[src/rtl/id_exe_reg_pkg.sv]
// ============================================================================
// Module : id_exe_reg_pkg
// Shared core constants (ALU commands, modes, NZCV) and the ID/EXE payload.
// Rev    : 1.0
// ============================================================================
`default_nettype none

package id_exe_reg_pkg;

    localparam logic [3:0] EXE_NOP = 4'b0000;
    localparam logic [3:0] EXE_MOV = 4'b0001;
    localparam logic [3:0] EXE_ADD = 4'b0010;
    localparam logic [3:0] EXE_ADC = 4'b0011;
    localparam logic [3:0] EXE_SUB = 4'b0100;
    localparam logic [3:0] EXE_SBC = 4'b0101;
    localparam logic [3:0] EXE_AND = 4'b0110;
    localparam logic [3:0] EXE_ORR = 4'b0111;
    localparam logic [3:0] EXE_EOR = 4'b1000;
    localparam logic [3:0] EXE_MVN = 4'b1001;

    localparam logic [1:0] MODE_DP  = 2'b00;
    localparam logic [1:0] MODE_MEM = 2'b01;
    localparam logic [1:0] MODE_BR  = 2'b10;

    localparam int STATUS_N = 3;
    localparam int STATUS_Z = 2;
    localparam int STATUS_C = 1;
    localparam int STATUS_V = 0;

    typedef struct packed {
        logic [3:0]  exe_cmd;
        logic        mem_r_en;
        logic        mem_w_en;
        logic        wb_en;
        logic        s;
        logic        b;
        logic [31:0] pc;
        logic [31:0] val_rn;
        logic [31:0] val_rm;
        logic        imm;
        logic [11:0] shift_operand;
        logic [23:0] signed_imm_24;
        logic [3:0]  dest;
        logic [3:0]  src1;
        logic [3:0]  src2;
        logic [3:0]  status;
    } id_exe_bus_t;

    // Branches carry no meaningful ALU command; force NOP so EXE never sees junk.
    function automatic logic [3:0] sanitize_cmd(input logic b, input logic [3:0] cmd);
        return b ? EXE_NOP : cmd;
    endfunction

endpackage

`default_nettype wire

[src/rtl/id_exe_reg_sat_counter.sv]
// ============================================================================
// Module : sat_counter
// Event counter that sticks at all-ones instead of wrapping.
// Rev    : 1.0
// ============================================================================
`default_nettype none

module sat_counter #(
    parameter int CNT_W = 16
) (
    input  logic             clk,
    input  logic             rst_n,
    input  logic             inc,
    output logic [CNT_W-1:0] cnt
);

    logic [CNT_W-1:0] cnt_q;
    logic [CNT_W-1:0] cnt_d;

    always_comb begin
        cnt_d = cnt_q;
        if (inc && (cnt_q != {CNT_W{1'b1}})) begin
            cnt_d = cnt_q + CNT_W'(1);
        end
    end

    always_ff @(posedge clk or negedge rst_n) begin
        if (!rst_n) begin
            cnt_q <= '0;
        end else begin
            cnt_q <= cnt_d;
        end
    end

    assign cnt = cnt_q;

endmodule

`default_nettype wire

[src/rtl/id_exe_reg.sv]
// ============================================================================
// Module : id_exe_reg
// ID->EXE pipeline register with flush bubbles, freeze hold and event counters.
// Rev    : 1.0
// ============================================================================
`default_nettype none

module id_exe_reg
    import id_exe_reg_pkg::*;
#(
    parameter int CNT_W = 16
) (
    input  logic             clk,
    input  logic             rst_n,
    input  logic             flush,
    input  logic             freeze,
    input  logic [3:0]       id_exe_cmd,
    input  logic             id_mem_r_en,
    input  logic             id_mem_w_en,
    input  logic             id_wb_en,
    input  logic             id_s,
    input  logic             id_b,
    input  logic [31:0]      id_pc,
    input  logic [31:0]      id_val_rn,
    input  logic [31:0]      id_val_rm,
    input  logic             id_imm,
    input  logic [11:0]      id_shift_operand,
    input  logic [23:0]      id_signed_imm_24,
    input  logic [3:0]       id_dest,
    input  logic [3:0]       id_src1,
    input  logic [3:0]       id_src2,
    input  logic [3:0]       id_status,
    output logic [3:0]       exe_exe_cmd,
    output logic             exe_mem_r_en,
    output logic             exe_mem_w_en,
    output logic             exe_wb_en,
    output logic             exe_s,
    output logic             exe_b,
    output logic [31:0]      exe_pc,
    output logic [31:0]      exe_val_rn,
    output logic [31:0]      exe_val_rm,
    output logic             exe_imm,
    output logic [11:0]      exe_shift_operand,
    output logic [23:0]      exe_signed_imm_24,
    output logic [3:0]       exe_dest,
    output logic [3:0]       exe_src1,
    output logic [3:0]       exe_src2,
    output logic [3:0]       exe_status,
    output logic             exe_valid,
    output logic [CNT_W-1:0] stall_cnt,
    output logic [CNT_W-1:0] flush_cnt
);

    id_exe_bus_t in_bus;
    id_exe_bus_t bus_d;
    id_exe_bus_t bus_q;
    logic        valid_d;
    logic        valid_q;

    assign in_bus = '{
        exe_cmd:       id_exe_cmd,
        mem_r_en:      id_mem_r_en,
        mem_w_en:      id_mem_w_en,
        wb_en:         id_wb_en,
        s:             id_s,
        b:             id_b,
        pc:            id_pc,
        val_rn:        id_val_rn,
        val_rm:        id_val_rm,
        imm:           id_imm,
        shift_operand: id_shift_operand,
        signed_imm_24: id_signed_imm_24,
        dest:          id_dest,
        src1:          id_src1,
        src2:          id_src2,
        status:        id_status
    };

    // Flush beats freeze: a bubble still loads datapath fields, only control is zeroed.
    always_comb begin
        bus_d   = bus_q;
        valid_d = valid_q;
        if (flush) begin
            bus_d          = in_bus;
            bus_d.exe_cmd  = EXE_NOP;
            bus_d.mem_r_en = 1'b0;
            bus_d.mem_w_en = 1'b0;
            bus_d.wb_en    = 1'b0;
            bus_d.s        = 1'b0;
            bus_d.b        = 1'b0;
            valid_d        = 1'b0;
        end else if (!freeze) begin
            bus_d         = in_bus;
            bus_d.exe_cmd = sanitize_cmd(id_b, id_exe_cmd);
            valid_d       = 1'b1;
        end
    end

    always_ff @(posedge clk or negedge rst_n) begin
        if (!rst_n) begin
            bus_q   <= '0;
            valid_q <= 1'b0;
        end else begin
            bus_q   <= bus_d;
            valid_q <= valid_d;
        end
    end

    sat_counter #(.CNT_W(CNT_W)) u_stall_cnt (
        .clk   (clk),
        .rst_n (rst_n),
        .inc   (freeze & ~flush),
        .cnt   (stall_cnt)
    );

    sat_counter #(.CNT_W(CNT_W)) u_flush_cnt (
        .clk   (clk),
        .rst_n (rst_n),
        .inc   (flush),
        .cnt   (flush_cnt)
    );

    assign exe_exe_cmd       = bus_q.exe_cmd;
    assign exe_mem_r_en      = bus_q.mem_r_en;
    assign exe_mem_w_en      = bus_q.mem_w_en;
    assign exe_wb_en         = bus_q.wb_en;
    assign exe_s             = bus_q.s;
    assign exe_b             = bus_q.b;
    assign exe_pc            = bus_q.pc;
    assign exe_val_rn        = bus_q.val_rn;
    assign exe_val_rm        = bus_q.val_rm;
    assign exe_imm           = bus_q.imm;
    assign exe_shift_operand = bus_q.shift_operand;
    assign exe_signed_imm_24 = bus_q.signed_imm_24;
    assign exe_dest          = bus_q.dest;
    assign exe_src1          = bus_q.src1;
    assign exe_src2          = bus_q.src2;
    assign exe_status        = bus_q.status;
    assign exe_valid         = valid_q;

endmodule

`default_nettype wire
[config.mk]
export PLATFORM = sky130hd
export DESIGN_NAME = id_exe_reg
export DESIGN_NICKNAME = d
export VERILOG_FILES = /design/src/rtl/id_exe_reg_pkg.sv /design/src/rtl/id_exe_reg_sat_counter.sv /design/src/rtl/id_exe_reg.sv
export SDC_FILE = /design/constraint.sdc
export NUM_CORES = 1
export LEC_CHECK = 0
export ABC_CLOCK_PERIOD_IN_PS = 2600
export BUFFER_PORTS_ARGS = -buffer_cell sky130_fd_sc_hd__buf_2
export CAP_MARGIN = 10
export CORE_AREA = 2 2 137 193
export CTS_CLUSTER_SIZE = 14
export DETAILED_ROUTE_END_ITERATION = 8
export DIE_AREA = 0 0 139 195
export HOLD_SLACK_MARGIN = 0.06
export PLACE_DENSITY = 0.58
export SLEW_MARGIN = 20
export SYNTH_ARGS = -nofsm -noshare
export SYNTH_HDL_FRONTEND = slang
export SYNTH_SLANG_ARGS = --single-unit
[constraint.sdc]
create_clock -name clk -period 2.6 [get_ports clk]
set_clock_uncertainty 0.2 [all_clocks]
set_input_delay 0.39 -clock clk [delete_from_list [all_inputs] [get_ports clk]]
set_output_delay 0.39 -clock clk [all_outputs]
set_load 0.1 [all_outputs]
==> metrics.md, run 1 <==
| Metric | Value |
|---|---|
| Starting Density | `0.298` |
| Critical path arrival | `2240 ps` |
| Max IR drop VDD | `~0.00097 V` |
| Resize count post-CTS | `0` |
| Layout area overhead | `57.5%` |
| CTS tree | `done` |
| Met3 WL | `1.24 mm` |
| First-pass GRT wire length | `37.2 mm` |
| MaxCap Viol Count | `0` |
| Async SR Flop Fraction | `1.00` |
| GRT Overall Usage | `0.171` |
| Dpl hpwl | `between 15 and 20 mm` |
| Met1 WL | `approximately 8.7 mm` |
| Final Cycle Share | `0.818` |
| Syn Area/Cell | `9.30 um2` |
| Die area | `27100 um2` |
| Max Root-Sink Buffers | `2` |
| CP Class | `reg2reg` |
| Sequential element share of the synthesized area | `0.635` |
| CTS root buffer | `clkbuf_16` |
| F_max | `0.470 GHz` |
| WL met2 | `approximately 12 mm` |
| Number of enable flip-flop cells after synthesis | `0` |
| Nets | `1475` |
| Rows | `69` |
| Worst hold path type | `in2reg` |
| Via count | `between 7000 and 8000` |
| Synth Warn # | `0` |
| RSZ-0062 raised after global routing | `false` |
| Post-CTS Setup Repair Bufs | `0` |
| Die W | `139 um` |
| Initial antenna violation count | `1` |
| Post-Synthesis Cells | `809` |
| Tot Pwr | `9.49 mW` |
| Minimum clock period | `roughly 2100 ps` |
| Setup crit end kind | `flop` |
| DRC errors left | `0` |
| Vias per Instance | `4.40` |
| # clock sinks | `roughly 190` |
| Vias in the first global route | `7325` |
| Routed Antenna Nets | `0` |
| Setup violators final | `0` |
| Total Neg Setup Slack | `0 ps` |
| Peak fanout along the critical path | `8` |
| Relative slew margins | `0.530` |
| Highest Signal Layer | `met5` |
| Detailed Route Iter0 Violations | `between 300 and 400` |
| Worst-Margin Slew | `~700 ps` |
| Post-CTS Hold Buffers | `155` |
| Crit start category | `flop` |
| DRT Pass-1 Iters | `5` |
| Grt total ovfl | `0` |
| WP data required | `2710 ps` |
| Status | `completed` |
| Min Hold Slack | `between 100 and 150 ps` |
| Ports | `353` |
| Chip Height | `approximately 200 um` |
| Worst-Skew Late Latency | `430 ps` |
| Fin. Hold Viols | `0` |
| Antenna cells | `0` |
| CTS clock-pin slew for the worst setup and hold paths | `70 ps` |
| Port-buffer cells | `352` |
| Gpl congestion | `0.813` |
| Post-Syn Nets | `973` |
| Leakage power | `6.40 nW` |
| Core Footprint | `25200 um2` |
| P per Cell Area | `801 nW/um2` |
| Main flop type after synthesis | `dfrtp_1` |
| Post-layout util | `0.470` |
| Max-slew violations | `0` |
| Final wirelength | `about 23 mm` |
| WL/cell | `14.2 um` |
| CTS HTree Levels | `4` |
| Pin count of the biggest net entering global routing | `89` |
| Share of cells above drive strength 1 | `0.307` |
| Cell variety after synth | `38` |
| Cts bufs inserted | `17` |
| Register bit total from synthesis | `~190` |
| Cell area after synthesis | `7520 um2` |
==> worst max-delay path, cell delays in order, from the launching register on <==
cell and delay [ps]:
dfrtp_2 390, ha_1 170, and2_0 260, nand3_1 260, o21ai_0 360, mux2_2 370
==> cell type report <==
cell class	instances	area, um2
Clock buffer	20	457
Sequential cell	191	4780
Multi-Input combinational cell	579	2600
Clock inverter	10	91.3
Timing Repair Buffer	520	3510
Fill cell	2380	13400
Inverter	2	7.51
Tap cell	319	399
==> path summary, 6_finish.rpt <==
kind | startpoint | end | slack (ps) | cells past startpoint
min in group asynchronous | rst_n | u_flush_cnt.cnt[10] | 330 | 2
max in group asynchronous | rst_n | exe_signed_imm_24[16] | 1140 | 3
worst max-delay path | u_stall_cnt.cnt[0] | u_stall_cnt.cnt[1] | 470 | 5
worst min register to register | exe_pc[11] | exe_pc[11] | 260 | 2
worst max register to register | u_stall_cnt.cnt[0] | u_stall_cnt.cnt[1] | 470 | 5
worst min-delay path | flush | exe_wb_en | 100 | 2
==> per-stage QoR <==
stage               worst slack [ps]  cell area (um2)  std cells
floorplan                       8.55             7520        809
finish                           473            11800       1641
global route                     277            11800       1641
detailed placement               493             9740       1456
CTS                              482            11800       1641
global placement                 537             9740       1456
==> flip-flops by register name, summed over array words and instances, names as in the netlist <==
name / flops
exe_pc: 32
exe_src1: 4
exe_exe_cmd: 4
exe_imm: 1
exe_valid: 1
exe_b: 1
exe_val_rm: 32
exe_signed_imm_24: 24
exe_status: 4
exe_s: 1
exe_dest: 4
exe_wb_en: 1
exe_val_rn: 32
u_flush_cnt.cnt: 16
exe_shift_operand: 12
exe_src2: 4
exe_mem_w_en: 1
exe_mem_r_en: 1
u_stall_cnt.cnt: 16
==> synth_stat cells, types with 2 or more instances <==
| cell type | number | area share |
|---|---|---|
| nor3_1 | 6 | 0.0040 |
| nand4_1 | 14 | 0.012 |
| nor2_1 | 13 | 0.0065 |
| and3_1 | 6 | 0.0050 |
| nand2_1 | 456 | 0.23 |
| xor2_1 | 5 | 0.0058 |
| nor4_1 | 2 | 0.0017 |
| nor3b_1 | 3 | 0.0030 |
| buf_1 | 8 | 0.0040 |
| mux2_2 | 2 | 0.0030 |
| clkbuf_1 | 20 | 0.010 |
| dfrtp_1 | 191 | 0.64 |
| and2_1 | 2 | 0.0017 |
| o21ai_0 | 5 | 0.0033 |
| inv_1 | 2 | 0.0010 |
| and4_1 | 3 | 0.0035 |
| xnor2_1 | 24 | 0.028 |
| mux2i_1 | 5 | 0.0067 |
| nand3_1 | 10 | 0.0067 |
| a21oi_1 | 5 | 0.0033 |
| buf_2 | 9 | 0.0060 |
| ha_1 | 2 | 0.0033 |
==> report_power, final <==
| part | internal (mW) | switching, mW | leakage, nW |
|---|---|---|---|
| clock network | 1.36 | 1.13 | 0.267 |
| registers | 3.27 | 0.249 | 2.34 |
| logic | 0.664 | 2.82 | 3.80 |
| total | 5.29 | 4.20 | 6.40 |
==> cells by family after synthesis <==
kind of cell | synth area share
compound gates | 0.0128
xor+xnor | 0.0338
fa+ha+maj | 0.00333
buf+inv | 0.0210
flops | 0.635
mux | 0.00965
simple gates | 0.284
==> placed cells by master, fill, tap and decap left out, drive strengths merged <==
cell type    Yosys  routed
or4              1       1
a31oi            1       1
nand2          457     457
mux2             2       2
and3             6       6
nand4           15      15
and2             3       3
dlygate4sd3      0     155
clkinv           0       7
nor2b            1       1
nand2b           1       1
ha               2       2
a22oi            1       1
nor3b            3       3
a21oi            5       5
a311oi           1       1
o21ai            5       5
clkinvlp         0       2
nand3           10      10
xor2             5       5
o211ai           1       1
nor3             7       7
inv              2       2
a21boi           1       1
clkbuf          20      21
xnor2           24      24
bufinv           0       1
buf             17     364
o2111ai          1       1
dfrtp          191     191
nor2            13      13
nand4b           1       1
mux2i            5       5
and4             5       5
nor4             2       2
==> layer usage <==
metal / up-vias / GRT usage
li1: 3532 / -
met1: 3375 / 0.192
met2: 258 / 0.308
met3: 58 / 0.0370
met4: 2 / 0.0831
met5: - / 0
No activity file was read; power rests on OpenSTA's default activity.
==> run 2: changes to the inputs <==
--- a/config.mk
+++ b/config.mk
@@ -5,15 +5,16 @@
 export SDC_FILE = /design/constraint.sdc
 export NUM_CORES = 1
 export LEC_CHECK = 0
-export ABC_CLOCK_PERIOD_IN_PS = 2600
+export ABC_AREA = 1
+export ABC_CLOCK_PERIOD_IN_PS = 1820
 export BUFFER_PORTS_ARGS = -buffer_cell sky130_fd_sc_hd__buf_2
 export CAP_MARGIN = 10
-export CORE_AREA = 2 2 137 193
+export CORE_AREA = 2 2 142 199
 export CTS_CLUSTER_SIZE = 14
 export DETAILED_ROUTE_END_ITERATION = 8
-export DIE_AREA = 0 0 139 195
+export DIE_AREA = 0 0 144 201
 export HOLD_SLACK_MARGIN = 0.06
-export PLACE_DENSITY = 0.58
+export PLACE_DENSITY = 0.59
 export SLEW_MARGIN = 20
 export SYNTH_ARGS = -nofsm -noshare
 export SYNTH_HDL_FRONTEND = slang
==> constraint.sdc (replaced) <==
create_clock -name clk -period 1.82 [get_ports clk]
set_clock_uncertainty 0.2 [all_clocks]
set_input_delay 0.273 -clock clk [delete_from_list [all_inputs] [get_ports clk]]
set_output_delay 0.273 -clock clk [all_outputs]
set_load 0.1 [all_outputs]
==> run 2 against run 1 <==
Sequential power up 42%. First-iteration DRC count down 2.7%. Design area up 6.6%. Synthesized cell count up 18%. Wire length up 12%. Largest cell class unchanged. Largest power group unchanged. Highest routed layer is now met4.
==> metrics.md, run 2 <==
| Metric | Value |
|---|---|
| Status | `completed` |
| Pre-CTS WS | `62.3 ps` |
| Synth top area share | `0.593` |
| Via count | `7977` |
| Max-slew violations | `0` |
| Peak fanout along the critical path | `4` |
| Max IR drop VDD | `0.000659 V` |
| Commonest non-fill, non-tap cells in the layout | `580 x nand2_1, 330 x buf_2, 169 x dlygate4sd3_1, 159 x dfrtp_1, 32 x nor2_1` |
| Relative slew margins | `0.644` |
| Final Cycle Share | `0.979` |
| WP data required | `1350 ps` |
| Cell family with most CP delay | `buffers and inverters` |
| Most common cell in the netlist | `nand2_1` |
| Cell area after synthesis | `8060 um2` |
| Die area | `28900 um2` |
| Detailed Route Iter0 Violations | `around 360` |
| # clock sinks | `~190` |
| Worst hold path type | `in2reg` |
| Post-layout util | `0.462` |
| Fin worst setup slack | `39.1 ps` |
| Main flop type after synthesis | `dfrtp_1` |
| Crit-path cells | `buf_2` |
| Total Neg Setup Slack | `0 ps` |
| Leakage power | `6.70 nW` |
| Minimum clock period | `1780 ps` |
| Critical path arrival | `1310 ps` |
| Cts bufs inserted | `17` |
| Ports | `353` |
| Vias per Instance | `between 4 and 5` |
| Async SR Flop Fraction | `1.00` |
| Chip Height | `201 um` |
| Design area | `12600 um2` |
| Syn Area/Cell | `8.43 um2` |
| Most common cell after layout, fill and taps aside | `nand2_1` |
| WL/cell | `14.0 um` |
| Dpl hpwl | `roughly 17 mm` |
| Antenna cells | `0` |
| DRC errors left | `0` |
| Tot Pwr | `13.3 mW` |
| Grt total ovfl | `0` |
| Cell variety after synth | `28` |
| WP buf/inv | `1` |
| CTS tree | `done` |
| Crit start category | `flop` |
| Rows | `72` |
| Routed Antenna Nets | `0` |
| DRT Pass-1 Iters | `6` |
| Nets | `between 1500 and 2000` |
| Slowest cell delay on critical path | `roughly 460 ps` |
| CTS HTree Levels | `4` |
| F_max | `0.562 GHz` |
| Share of cells above drive strength 1 | `0.307` |
| CTS clock-pin slew for the worst setup and hold paths | `approximately 60 ps` |
| Fin. Hold Viols | `0` |
| Most frequent cells after synthesis | `580 x nand2_1, 191 x dfrtp_1, 33 x nor2_1` |
| Post-Syn Nets | `1119` |
| Gpl congestion | `0.845` |
| Initial antenna violation count | `0` |
| Worst-Skew Late Latency | `450 ps` |
| Register bit total from synthesis | `about 190` |
| CTS root buffer | `clkbuf_16` |
| Sequential element share of the synthesized area | `0.593` |
| Number of enable flip-flop cells after synthesis | `0` |
| Max Root-Sink Buffers | `2` |
| Worst-Margin Slew | `roughly 540 ps` |
| Post-DP Area | `approximately 10000 um2` |
| Synth Warn # | `0` |
| Core Footprint | `27300 um2` |
| Yosys top cell by area | `dfrtp_1` |
| Port-buffer cells | `352` |
| Post-Layout Cell Count | `1860` |
| Area contributors post-synth | `dfrtp_1 59%, nand2_1 27%, buf_6 1.8%, nor2_1 1.5%, inv_1 1.3%` |
| MaxCap Viol Count | `0` |
| DP Cell Count | `1660` |
| CP Class | `reg2out` |
| Die W | `144 um` |
| Starting Density | `0.295` |
| Vias in the first global route | `8053` |
| First-pass GRT wire length | `about 41 mm` |
| P per Cell Area | `roughly 1100 nW/um2` |
| GRT Overall Usage | `0.180` |
| Final wirelength | `~26 mm` |
| RSZ-0062 raised after global routing | `false` |
| Setup crit end kind | `primary output` |
| Pin count of the biggest net entering global routing | `87` |
| Setup violators final | `0` |
| Min Hold Slack | `97.6 ps` |
| Layout area overhead | `56.7%` |
| Post-Synthesis Cells | `around 960` |
| Crit-path slowest cell | `buf_2` |
[run 2: report_power, final]
group	internal (mW)	switching, mW
sequential	4.67	0.333
combinational	0.992	3.80
clock	1.82	1.66
[run 2: per-layer routing]
layer	routed length, um	GRT usage	vias to the layer above
li1	-	-	3946
met1	10200	0.196	3702
met2	13400	0.319	257
met3	1350	0.0391	72
met4	1080	0.0956	0
met5	0	0	-
[run 2: kinds of logic (layout without fill, tap and decap cells)]
group                    count (synthesis)  after routing  synth area share
AO/OA/AOI/OAI                           17             17            0.0106
XOR/XNOR                                 9              9           0.00979
adder cells (fa/ha/maj)                  2              2           0.00311
buffers and inverters                   65            600            0.0474
flip-flops                             191            191             0.593
AND/OR/NAND/NOR                        671            671             0.336
[run 2: repair_timing]
action                     4_1_cts  5_1_grt
resized for setup               12       11
hold endpoints to repair       350        0
setup endpoints to repair       12       19
setup buffers                    0        0
hold buffers                   169        0
[run 2: layout make-up]
type / instances / area, um2
Clock buffer: 23 / 468
Inverter: 31 / 121
Clock inverter: 8 / 57.6
Sequential cell: 191 / 4830
Tap cell: 370 / 463
Multi-Input combinational cell: 699 / 2930
Fill cell: 2645 / 14700
Timing Repair Buffer: 538 / 3750
[run 2: path summary, 6_finish.rpt]
kind                                      start               endpoint  slack, ps  cells past startpoint
max                          u_stall_cnt.cnt[4]           stall_cnt[4]         40                      1
min                                      freeze              exe_valid        100                      4
max reg2reg                  u_flush_cnt.cnt[0]     u_flush_cnt.cnt[2]        110                      7
min reg2reg                exe_shift_operand[7]   exe_shift_operand[7]        260                      2
max in group asynchronous                 rst_n  exe_shift_operand[11]        690                      3
min in group asynchronous                 rst_n   exe_shift_operand[0]        120                      2
